## src/rtl/barrel_pkg.sv

```systemverilog
// barrel_pkg: shared thread-count, reset-PC defaults and id/address types for the barrel core
package barrel_pkg;
    localparam int ADDRESS_WIDTH = 32;
    localparam int NUM_THREADS = 8;
    localparam int BITS_THREADS = $clog2(NUM_THREADS);
    localparam logic [ADDRESS_WIDTH-1:0] RESET_PC = 32'h0000_0000;
    typedef logic [BITS_THREADS-1:0] tid_t;
    typedef logic [ADDRESS_WIDTH-1:0] addr_t;
endpackage

```

## src/rtl/rr_next_thread.sv

```systemverilog
// rr_next_thread: round-robin search for the next active thread after cur_tid, cur_tid itself last
module rr_next_thread #(
    parameter int NUM_THREADS = barrel_pkg::NUM_THREADS,
    parameter int BITS_THREADS = $clog2(NUM_THREADS)
) (
    input  logic [BITS_THREADS-1:0] cur_tid,
    input  logic [NUM_THREADS-1:0]  thread_active,
    output logic [BITS_THREADS-1:0] next_tid,
    output logic                    any_active
);
    assign any_active = |thread_active;
    // Scan farthest-first so the nearest active successor is the final assignment.
    always_comb begin
        next_tid = cur_tid;
        for (int i = NUM_THREADS; i >= 1; i--)
            if (thread_active[BITS_THREADS'(cur_tid + BITS_THREADS'(i))])
                next_tid = BITS_THREADS'(cur_tid + BITS_THREADS'(i));
    end
endmodule

```

## src/rtl/thread_pc_scheduler.sv

```systemverilog
// thread_pc_scheduler: per-thread PC store with round-robin issue and execute-stage redirects
module thread_pc_scheduler #(
    parameter int ADDRESS_WIDTH = barrel_pkg::ADDRESS_WIDTH,
    parameter int NUM_THREADS = barrel_pkg::NUM_THREADS,
    parameter int BITS_THREADS = $clog2(NUM_THREADS),
    parameter logic [ADDRESS_WIDTH-1:0] RESET_PC = ADDRESS_WIDTH'(barrel_pkg::RESET_PC)
) (
    input  logic                     clk,
    input  logic                     rst_n,
    input  logic [NUM_THREADS-1:0]   thread_active,
    input  logic                     stall_f,
    input  logic                     pc_src_e,
    input  logic [ADDRESS_WIDTH-1:0] pc_target_e,
    input  logic [BITS_THREADS-1:0]  tid_e,
    output logic [ADDRESS_WIDTH-1:0] pc_f,
    output logic [ADDRESS_WIDTH-1:0] pc_plus4_f,
    output logic [BITS_THREADS-1:0]  tid_f,
    output logic                     valid_f
);
    logic [ADDRESS_WIDTH-1:0] pc [NUM_THREADS];
    logic [BITS_THREADS-1:0] cur_tid, next_tid;
    logic any_active;

    rr_next_thread #(.NUM_THREADS(NUM_THREADS), .BITS_THREADS(BITS_THREADS)) u_rr (
        .cur_tid(cur_tid),
        .thread_active(thread_active),
        .next_tid(next_tid),
        .any_active(any_active)
    );

    assign tid_f = cur_tid;
    assign pc_f = pc[cur_tid];
    assign pc_plus4_f = pc_f + ADDRESS_WIDTH'(4);
    assign valid_f = thread_active[cur_tid] & ~stall_f;

    // Redirect takes priority over the issue increment on the same thread.
    always_ff @(posedge clk or negedge rst_n) begin
        if (!rst_n) begin
            for (int t = 0; t < NUM_THREADS; t++)
                pc[t] <= RESET_PC;
            cur_tid <= '0;
        end else begin
            for (int t = 0; t < NUM_THREADS; t++)
                pc[t] <= (pc_src_e && tid_e == BITS_THREADS'(t)) ? pc_target_e :
                         (valid_f && cur_tid == BITS_THREADS'(t)) ? pc_plus4_f : pc[t];
            if (!stall_f && any_active)
                cur_tid <= next_tid;
        end
    end
endmodule
```

## config.mk

```make
export PLATFORM = sky130hd
export DESIGN_NAME = thread_pc_scheduler
export DESIGN_NICKNAME = d
export VERILOG_FILES = /design/src/rtl/barrel_pkg.sv /design/src/rtl/rr_next_thread.sv /design/src/rtl/thread_pc_scheduler.sv
export SDC_FILE = /design/constraint.sdc
export NUM_CORES = 1
export LEC_CHECK = 0
export CORE_ASPECT_RATIO = 0.9
export CORE_MARGIN = 3
export CORE_UTILIZATION = 50
export CTS_CLUSTER_DIAMETER = 80
export CTS_CLUSTER_SIZE = 30
export DETAILED_ROUTE_END_ITERATION = 10
export GPL_ROUTABILITY_DRIVEN = 0
export PLACE_DENSITY = 0.7
export SLEW_MARGIN = 20
export SYNTH_ARGS = -nofsm -noshare
export SYNTH_HDL_FRONTEND = slang
export SYNTH_SLANG_ARGS = --single-unit
```

## constraint.sdc

```tcl
create_clock -name clk -period 10.9 [get_ports clk]
set_clock_uncertainty 0.15 [all_clocks]
set_input_delay 2.18 -clock clk [delete_from_list [all_inputs] [get_ports clk]]
set_output_delay 2.18 -clock clk [all_outputs]
set_load 0.01 [all_outputs]
```

==> impl_metrics.ini, run 1 <==
[global_routing]
grt_pass1_vias = 14100
gr-total-overflow = 0
antenna_found_initial = 2
track_usage_pct = 34.4
grt_max_degree = 120
grt_pass1_wl_um = 87600

[synth]
avgSynthCellArea_um2 = 8.92
ys_top_cells_by_area = dfrtp_1 (41%), a21oi_1 (8.5%), mux4_2 (8.2%)
synth_cell_types = 69
synth_edf_count = 0
ys_seq_area_share_pct = 41.5
synth.top_cell.area_share_pct = 41.5
syn_nets = 1807
synth_warnings = 0
ys_seq_elements = 259
synth_top_area_cell = dfrtp_1
synthCells = 1752
synth_ff_type = dfrtp_1
synth_area_um2 = 15600
async_flop_share_pct = 100

[clock_tree]
post_cts_buffers = 0
cts_buffer_depth = 3
cts_max_level = 1
cts_root_buffer = clkbuf_16
cts_buffers = 15
ctsHoldBuffers = 0
clock-sinks = 259
post_cts_resized = 0
clk_transition_reported_paths_ns = 0.11
cts_tree = done
worstSkewPairLatency_ns = 0.53

[run_status]
outcome = finished clean

[floorplanning]
die_x_um = 192
rows = 60
boundaryPins = 115
start_util_pct = 51.5
core_area_um2 = 30300
die_y_um = 174
dieArea_um2 = 33400

[worst_setup_path]
required_ns = 8.57
setup.worst_path.class = reg -> out
worst-path-stages = 9
endpoint = pc_plus4_f[24]
critPathBufInv = 2
cp-startpoint = tid_f[1]
crit_family = buffers and inverters
critPathMaxStageDelay_ns = 0.74
regToRegSetupSlack_ns = 6.50
timing.rr.end = pc[184]
cp_cell_sequence = buf_4, mux4_1, mux2_2, ha_1, nand4_1, and3b_1, a31oi_1, or2_2, clkdlybuf4s50_1
start_kind = flop
arrival_ns = 5.08
timing.rr.start = tid_f[1]
end_kind = primary output
cpMaxStageDelayCell = dfrtp_4
cp_max_fo = 37
worst_r2r_path_depth = 9

[route]
dr.first_iter.drc_count = 2318
via_count = 14800
drc = 0
viasPerCell = 6.84
final_antenna_net_count = 0
routed_wirelength_um = 58300
first_pass_iters = 7
wl_per_cell_um = 26.9

[layout]
register_area_um2 = 6490
num-fill-cells = 2667
multi_input_area_um2 = 8300
drive_gt1_share_pct = 10.6
area_delta_synth_final_pct = 10.8
fin_nets = 1815
layout.cells.non_filler = 2171

[flow_run]
cap_violations = 0

[timing]
tightestPinTransition_ns = 1.16
setup_violations = 0
period_share_pct = 67.9
finalHoldViolCount = 0
rsz0062_at_grt = false
timing.fmax_ghz = 0.135
tns_ns = 0
drv_slew = 0
period_needed_ns = 7.41
relSlewSlack_pct = 22.3

[placed_design]
hpwl_um = 33600
io_buffers = 114
placed_cells = 2146

[hold_path]
hold_class = reg -> reg

[power]
p_leak_nw = 7.08
ir_drop_mv = 0.247
powerDensity_nw_per_um2 = 364
-- per-stage QoR --
step / setup WS [ns] / utilization, % / cell area (µm²) / hold slack [ns] / power (mW)
after floorplan: 5.50 / - / 15600 / 0.328 / 4.14
after global placement: 4.11 / 55.5 / 16800 / 0.343 / 5.47
after detailed placement: 4.08 / 55.5 / 16800 / 0.360 / 5.55
after CTS: 3.50 / 57.1 / 17300 / 0.386 / 6.22
after global routing: 3.27 / 57.1 / 17300 / 0.415 / 6.65
final: 3.49 / 57.1 / 17300 / 0.397 / 6.30
-- layout make-up --
cell class	instances	area share, %
multi-input cells	1304	47.9
flip-flops and latches	259	37.4
repair buffers	151	8.22
well taps	403	2.91
clock buffers	15	2.17
clock inverters	9	0.701
inverters	29	0.628
diodes	1	0.0144
-- routing by layer --
metal	up-vias	part of all wire, %	global-route usage (%)
met3	221	14	9.87
met1	7185	38	48.8
li1	6240	-	-
met2	1197	43	50.1
met5	-	0	0
met4	0	4.7	13.3
-- power breakdown --
part,switching (mW),leakage (nW),internal (mW)
Sequential,0.325,3.09,1.44
Combinational,2.16,3.74,1.71
Clock,0.387,0.243,0.277
Total,2.87,7.08,3.43
-- cell families (layout without fill, tap and decap cells) --
kind of cell,after synthesis,after routing,synth area share [%]
other,0,1,0
flip-flops,259,259,41.5
AND/OR/NAND/NOR,639,639,18.9
XOR/XNOR,16,16,1.04
buffers and inverters,189,204,5.77
multiplexers,111,111,13.7
adder cells (fa/ha/maj),8,8,0.640
AO/OA/AOI/OAI,530,530,18.4
-- sequential cells by signal, indices dropped and copies added (netlist names) --
signal  cells
pc        256
tid_f       3
-- worst reg2reg max path, cell delays in order (launching register included) --
cell and delay (ns):
dfrtp_4 0.74, buf_4 0.70, mux4_1 0.65, mux2_2 0.30, ha_1 0.29, nand4_1 0.14, and3b_1 0.34, a31oi_1 0.64
o21ai_0 0.20, a21oi_1 0.18
-- worst min path at each step --
stage / startpoint / endpoint / slack [ns] / cells after the start
after detailed placement: pc[14] / pc[14] / 0.36 / 2
after CTS: pc[78] / pc[78] / 0.39 / 2
after global placement: pc[78] / pc[78] / 0.34 / 2
after global routing: pc[239] / pc[239] / 0.42 / 2
final: pc[78] / pc[78] / 0.40 / 2
after floorplan: pc[110] / pc[110] / 0.33 / 2
-- layout by cell type (no fill, tap or decap), types with 11 or more instances in the layout --
master / instances
mux2_2: 14
nand3_1: 78
o21ai_1: 16
and2_1: 15
dfrtp_1: 256
buf_4: 37
mux4_2: 57
a21oi_1: 264
o21ai_0: 169
a31oi_1: 51
nand4_1: 11
inv_1: 27
and3_1: 42
clkdlybuf4s50_1: 113
nor2_1: 225
nand2_1: 203
mux4_1: 17
xnor2_1: 12
mux2i_1: 18
clkbuf_16: 15
-- synth_stat cells (5+ instances only) --
library cell  instances
a21oi_1             264
a221o_1               8
a31oi_1              51
and2_1               16
and3_1               42
and4_1                6
buf_1                31
buf_2                39
buf_4                10
buf_6                 6
clkbuf_1             69
dfrtp_1             259
ha_1                  8
inv_1                27
mux2_2               14
mux2i_1              18
mux4_1               17
mux4_2               57
nand2_1             203
nand2b_1              5
nand3_1              81
nand4_1              11
nor2_1              231
nor2b_1               6
nor3_1                6
o21ai_0             169
o21ai_1              16
xnor2_1              12
No activity file was read; power rests on OpenSTA's default activity.
==> run 2: changes to the inputs <==
--- a/config.mk
+++ b/config.mk
@@ -12,7 +12,7 @@
 export CTS_CLUSTER_SIZE = 30
 export DETAILED_ROUTE_END_ITERATION = 10
 export GPL_ROUTABILITY_DRIVEN = 0
-export PLACE_DENSITY = 0.7
+export PLACE_DENSITY = 0.72
 export SLEW_MARGIN = 20
 export SYNTH_ARGS = -nofsm -noshare
 export SYNTH_HDL_FRONTEND = slang
==> constraint.sdc (replaced) <==
create_clock -name clk -period 6.8 [get_ports clk]
set_clock_uncertainty 0.15 [all_clocks]
set_input_delay 1.36 -clock clk [delete_from_list [all_inputs] [get_ports clk]]
set_output_delay 1.36 -clock clk [all_outputs]
set_load 0.01 [all_outputs]
==> run 2 against run 1 <==
Effect of this change:
- utilization is 0.65 points higher
- flip-flop and latch count stayed put
- power is 64% higher
- via count is 0.25% lower
- largest cell class unchanged
==> impl_metrics.ini, run 2 (same netlist as run 1, synthesis figures left out) <==
[run_status]
outcome = finished clean

[power]
p_clk_share_pct = 11.3
pwr-share-seq_pct = 27.5
p_total_mw = 10.3
p_leak_nw = 7.18
switchingPower_mw = 4.61
p_int_mw = 5.71
combPwrFrac_pct = 61.2
ir_drop_mv = 0.338
powerDensity_nw_per_um2 = 588
swShare_pct = 44.7

[global_routing]
grt_max_degree = 136
track_usage_pct = 33.7
antenna_found_initial = 0
grt_pass1_vias = 14200
gr-total-overflow = 0
grt_pass1_wl_um = 86600

[timing]
drv_slew = 0
tightestPinTransition_ns = 1.16
tns_ns = 0
worst_slack_ns = 0.641
period_share_pct = 90.6
relSlewSlack_pct = 22.6
finalHoldViolCount = 0
period_needed_ns = 6.16
timing.fmax_ghz = 0.162
rsz0062_at_grt = false
setup_violations = 0

[floorplanning]
core_area_um2 = 30300
start_util_pct = 51.5
dieArea_um2 = 33400
boundaryPins = 115
die_x_um = 192
rows = 60
die_y_um = 174

[worst_setup_path]
cp_max_fo = 33
arrival_ns = 4.65
setup.worst_path.class = reg -> out
cpMaxStageDelayCell = dfrtp_2
end_kind = primary output
start_kind = flop
critPathMaxStageDelay_ns = 0.95
required_ns = 5.29
cp_cell_sequence = buf_4, mux4_1, mux2_2, and3_1, nand4_1, nor2_1, xnor2_1, inv_1, clkdlybuf4s50_1

[clock_tree]
post_cts_resized = 0
worstSkewPairLatency_ns = 0.53
clk_transition_reported_paths_ns = 0.11
post_cts_buffers = 0
ctsHoldBuffers = 0
cts_buffers = 15
cts_root_buffer = clkbuf_16
clock-sinks = 259
cts_max_level = 1
cts_tree = done
cts_buffer_depth = 3

[layout]
fin_nets = 1828
top_register = pc
largest_reg_flops = 256
drive_gt1_share_pct = 11.2
final_cell_mix = a21oi_1 (264), dfrtp_1 (256), nor2_1 (225)
diodes = 0
area_delta_synth_final_pct = 12.1
num-fill-cells = 2656
layout_commonest_cell = a21oi_1
finish.utilization_pct = 57.8
finalInstanceArea_um2 = 17500

[route]
final_antenna_net_count = 0
wl_per_cell_um = 26.1
routed_wirelength_um = 57000
viasPerCell = 6.78
dr.first_iter.drc_count = 2121
via_count = 14800
drc = 0
first_pass_iters = 5

[hold_path]
hold_class = reg -> reg

[placed_design]
io_buffers = 114
dp_slack_ns = 1.27
post_dp_cell_area_um2 = 16900
hpwl_um = 34500

[flow_run]
cap_violations = 0
[run 2: stage by stage]
stage | hold slack, ns | instances
2_1_floorplan | 0.328 | 1752
4_1_cts | 0.375 | 2183
3_5_place_dp | 0.348 | 2158
6_report | 0.375 | 2184
3_3_place_gp | 0.347 | 2158
5_1_grt | 0.400 | 2184
[run 2: cell type report]
| class | count | area [µm²] | share of cell area, % |
|---|---|---|---|
| Clock buffer | 17 | 403 | 2.30 |
| Sequential cell | 259 | 6490 | 37.0 |
| Timing Repair Buffer | 164 | 1550 | 8.87 |
| Clock inverter | 8 | 165 | 0.943 |
| Inverter | 29 | 109 | 0.621 |
| Tap cell | 403 | 504 | 2.88 |
| Multi-Input combinational cell | 1304 | 8300 | 47.4 |
[run 2: path summary, 6_finish.rpt]
kind	startpoint	end	slack, ns	cells after the start
setup / recovery	tid_f[2]	pc_plus4_f[18]	0.64	9
hold / removal	pc[46]	pc[46]	0.37	2
setup reg to reg	tid_f[1]	pc[155]	2.55	8
hold reg to reg	pc[46]	pc[46]	0.37	2
max in group asynchronous	rst_n	pc[152]	4.79	2
min in group asynchronous	rst_n	pc[98]	0.58	1
[run 2: worst max-delay path, delay by kind of cell, from the launching register on]
kind | cells | cell delay (ns)
flip-flops | 1 | 0.95
multiplexers | 2 | 0.66
XOR/XNOR | 1 | 0.63
AND/OR/NAND/NOR | 3 | 0.78
buffers and inverters | 3 | 1.09
[run 2: per-layer routing]
layer | share of wire [%] | vias up | global-route usage (%)
met5 | 0 | - | 0
met4 | 4.7 | 0 | 13.2
met3 | 14 | 215 | 9.52
met2 | 42 | 1131 | 48.2
met1 | 39 | 7203 | 48.6
li1 | - | 6257 | -
[run 2: power by group through the flow]
stage | logic (mW) | clock network [mW] | registers, mW
5_1_grt | 6.74 | 1.22 | 2.90
3_5_place_dp | 6.17 | 0 | 2.83
3_3_place_gp | 6.05 | 0 | 2.81
4_1_cts | 6.20 | 1.16 | 2.80
6_report | 6.31 | 1.17 | 2.83
2_1_floorplan | 4.05 | 0 | 2.58
